--- config.mk ---
export PLATFORM = sky130hd
export DESIGN_NAME = accu_dump
export DESIGN_NICKNAME = d
export VERILOG_FILES = /design/src/rtl/accu_dump.sv
export SDC_FILE = /design/constraint.sdc
export NUM_CORES = 1
export LEC_CHECK = 0
export ABC_AREA = 1
export ABC_CLOCK_PERIOD_IN_PS = 2190
export CAP_MARGIN = 20
export CORE_AREA = 2 2 181 112
export CTS_CLUSTER_DIAMETER = 40
export DETAILED_ROUTE_END_ITERATION = 6
export DIE_AREA = 0 0 183 114
export GPL_TIMING_DRIVEN = 1
export PLACE_DENSITY = 0.73
export SETUP_SLACK_MARGIN = 0.3
export SLEW_MARGIN = 5
export SYNTH_ARGS = -nofsm -noshare
export SYNTH_HDL_FRONTEND = slang
export SYNTH_SLANG_ARGS = --single-unit
--- constraint.sdc ---
create_clock -name clk -period 2.19 [get_ports clk]
set_input_delay 0.438 -clock clk [delete_from_list [all_inputs] [get_ports clk]]
set_output_delay 0.438 -clock clk [all_outputs]
set_load 0.1 [all_outputs]
--- src/rtl/accu_dump.sv ---
// accu_dump: multi-lane integrate-and-dump accumulator, plain or modulo M.
// Optional ACCU_SAT_EN: plain-mode lanes clamp at all-ones on carry out.
module accu_dump #(
   parameter int W   = 8,
   parameter int AW  = 16,
   parameter int CH  = 4,
   parameter int M   = 0,
   parameter int LEN = 16
) (
   input  logic             clk,
   input  logic             rst,
   input  logic             clr,
   input  logic             en,
   input  logic [CH*W-1:0]  d,
   output logic [CH*AW-1:0] acc,
   output logic             dump_valid,
   output logic [CH*AW-1:0] dump_data,
   output logic [CH-1:0]    ovf,
   output logic [15:0]      cnt
);

   localparam logic [AW:0] MOD  = (AW+1)'(M);
   localparam logic [15:0] LAST =
      (LEN > 0) ? 16'(LEN - 1) : 16'hFFFF;
   localparam bit DUMP_EN = (LEN > 0);
   localparam bit MOD_EN  = (M > 0);

   logic [CH*AW-1:0] acc_nx;
   logic [CH-1:0]    carry;
   logic [AW:0]      s;
   logic             close;

   // per-lane next sum: wrap/clamp in plain mode, reduce in modulo mode
   always_comb begin
      acc_nx = '0;
      carry  = '0;
      s      = '0;
      for (int i = 0; i < CH; i++) begin
         s = {1'b0, acc[i*AW +: AW]}
           + {{(AW+1-W){1'b0}}, d[i*W +: W]};
         if (MOD_EN) begin
            if (s >= MOD)
               s = s - MOD;
            acc_nx[i*AW +: AW] = s[AW-1:0];
         end else begin
            carry[i] = s[AW];
`ifdef ACCU_SAT_EN
            acc_nx[i*AW +: AW] =
               s[AW] ? {AW{1'b1}} : s[AW-1:0];
`else
            acc_nx[i*AW +: AW] = s[AW-1:0];
`endif
         end
      end
   end

   // an accepted sample at the last window slot closes the window
   always_comb begin
      close = en && DUMP_EN && (cnt == LAST);
   end

   // state update: rst/clr wipe everything, en accumulates or dumps
   always_ff @(posedge clk) begin
      if (rst || clr) begin
         acc        <= '0;
         cnt        <= '0;
         ovf        <= '0;
         dump_valid <= 1'b0;
         dump_data  <= '0;
      end else begin
         dump_valid <= 1'b0;
         if (en) begin
            ovf <= ovf | carry;
            if (close) begin
               acc        <= '0;
               cnt        <= '0;
               dump_data  <= acc_nx;
               dump_valid <= 1'b1;
            end else begin
               acc <= acc_nx;
               if (cnt != 16'hFFFF)
                  cnt <= cnt + 16'd1;
            end
         end
      end
   end

endmodule

==> impl_metrics.tcl <==
set metrics [dict create \
    crit_type "in -> reg" \
    portBuffers 184 \
    coreArea_sq_um 19420 \
    clk_pin_slew_ns 0.06 \
    dp_hpwl_mm 19.32 \
    wl_per_cell_um 15.11 \
    fin_crit_sh_pct 82.90 \
    place_area_sq_um 10640 \
    drtIter0Drc 637 \
    busiest_layer "met1" \
    setup_violations 0 \
    synthFlopType "dfxtp_1" \
    clock_sinks 149 \
    clk_latency_ns 0.43 \
    synth_top_area_share_pct 35.25 \
    grt.total_usage_pct 25.09 \
    drtAntennaViolNets 0 \
    dp_slack_ns -0.2083 \
    start_util_pct 43.58 \
    drc_errors 0 \
    cp.arrival_ns 2.17 \
    synth_most_common_cell "nand2_1" \
    htree_levels 4 \
    overflow 0 \
    yosys-top-cells-count "nand2_1 (416), inv_1 (181), dfxtp_1 (149)" \
    cap_violations 0 \
    die_x_um 183 \
    syn_nets 1368 \
    grt_max_degree 52 \
    post-synth-top-area-cell "dfxtp_1" \
    viasPerCell 5.085 \
    min_period_ns 1.816 \
    rows 40 \
    peakVddDrop_uv 521.7 \
    fin_util_pct 59.25 \
    design_area_sq_um 11500 \
    status "complete, no violations" \
    finalMaxSlewViolations 0 \
    leakagePower_nw 5.531 \
    drive_gt1_share_pct 25.59 \
    power_w 0.006372 \
    ff2ff_path_depth 11 \
    ys_ff_latch 149 \
    hold_violations 0 \
    crit_path_start_kind "input port" \
    die-area_sq_um 20860 \
    fmax_mhz 550.8 \
    nets 1584 \
    place_congestion 0.9195 \
    pin_count 185 \
    hold_depth 2 \
    ys_warn_count 0 \
    worst_slack_ns 0.3744 \
    cts_buffers 17 \
    synth.distinct_cells 36 \
    ys_seq_area_share_pct 35.25 \
    synth_edf_count 0 \
    synthArstFlopShare_pct 0 \
    syn_area_sq_um 8462 \
    synthCells 1295 \
    use_met2_pct 36.54 \
    routed_wl_mm 26.83 \
    slew-limit-headroom_pct 49.52 \
    skew_ns 0.01113 \
    worstPathRequired_ns 2.55 \
    max_slew.worst_pin.slew_ns 0.7503 \
    worst-path-max-fanout 3 \
    die_y_um 114 \
    rsz0062_at_grt "no" \
    dr.pass1.iters 6 \
    areaGrowthSynthToFinish_pct 35.96 \
    cts_root_buffer "clkbuf_16" \
    avgSynthCellArea_sq_um 6.534 \
    end_kind "flip-flop" \
    grtUsageMet1_pct 37.60 \
    cts.path.max_buffers 2 \
    grt_pass1_wl_mm 41.20 \
    num_antenna_cells 0 \
    grt_pass1_vias 7943 \
    hp-class "reg -> reg" \
    ctsHoldBuffers 0 \
    grt_use_met3_pct 5.460 \
    netlist_top_cells_area "dfxtp_1 (35%), nand2_1 (18%), inv_1 (8.0%)" \
    antenna_found_initial 0 \
    num_vias 9031 \
    power_density_nw_per_um2 553.8 \
    cts_tree "done" \
]
==> stage by stage <==
stage                     cells  TNS [ns]  hold WS [ns]
after floorplan            1295         0        0.6240
after global placement     1739    -4.936        0.4341
after detailed placement   1739    -6.588        0.4348
after CTS                  1771         0        0.4444
after global routing       1776         0        0.4678
final                      1776         0        0.4450
==> state kept, by name, indices dropped and copies added (netlist names) <==
signal and count:
ovf 4, acc 64, dump_data 64, dump_valid 1, cnt 16
==> power breakdown <==
part           internal, W  switching [W]  leakage, nW  total [W]
sequential         0.00273      0.0000340         1.24    0.00277
clock              0.00155        0.00112        0.254    0.00267
combinational     0.000327       0.000603         4.04   0.000930
total              0.00461        0.00176         5.53    0.00637
==> per-layer routing <==
layer,up-vias,wire (um)
met5,-,0
met4,0,234
met3,22,2059
met2,330,11060
met1,4146,13480
li1,4533,-
==> layout make-up <==
type                       count  area [sq um]
sequential                   149          3100
clock buffer                  26         459.2
timing repair buffer         239          1998
tap                          252         315.3
fill                        1805          7914
inverter                     186         706.9
clock inverter                 6         55.05
multi-input combinational    918          4870
==> kinds of logic after synthesis <==
| kind of cell | after synthesis | share of synthesized area (%) |
|---|---|---|
| AO/OA/AOI/OAI | 188 | 12.11 |
| flip-flops | 149 | 35.25 |
| adder cells (fa/ha/maj) | 37 | 5.826 |
| AND/OR/NAND/NOR | 668 | 33.20 |
| XOR/XNOR | 25 | 2.588 |
| buffers and inverters | 228 | 11.03 |
==> what timing repair did <==
| action | 4_1_cts | 5_1_grt |
|---|---|---|
| buffers inserted | 0 | 4 |
| endpoints found under the hold margin | 0 | 0 |
| gates resized for setup | 7 | 63 |
| pin swaps | 0 | 14 |
| endpoints found under the setup margin | 14 | 124 |
| cloned | 0 | 1 |
==> path summary, 6_finish.rpt <==
check                 from            end  slack (ns)
max                  d[26]        acc[55]        0.37
min          dump_data[17]  dump_data[17]        0.44
max reg2reg         cnt[0]         cnt[6]        0.39
min reg2reg  dump_data[17]  dump_data[17]        0.44
==> layout by cell type, fill, tap and decap left out, types with 27 or more instances in the layout <==
cell / n
o21ai_0: 42
nand2_1: 397
o21a_1: 29
buf_4: 195
dfxtp_2: 61
dfxtp_1: 77
nor2_1: 91
nand2_2: 30
inv_1: 176
a21oi_1: 102
clkdlybuf4s50_1: 27
nand3_1: 84
==> worst max-delay path: stages <==
cell             delay, ns
clkdlybuf4s50_1       0.45
ha_1                  0.32
or2_2                 0.31
nand3_1               0.11
nand2_2               0.11
xor2_1                0.24
nand2_1               0.08
a21oi_1               0.12
Power figures use the tool's default switching activity.
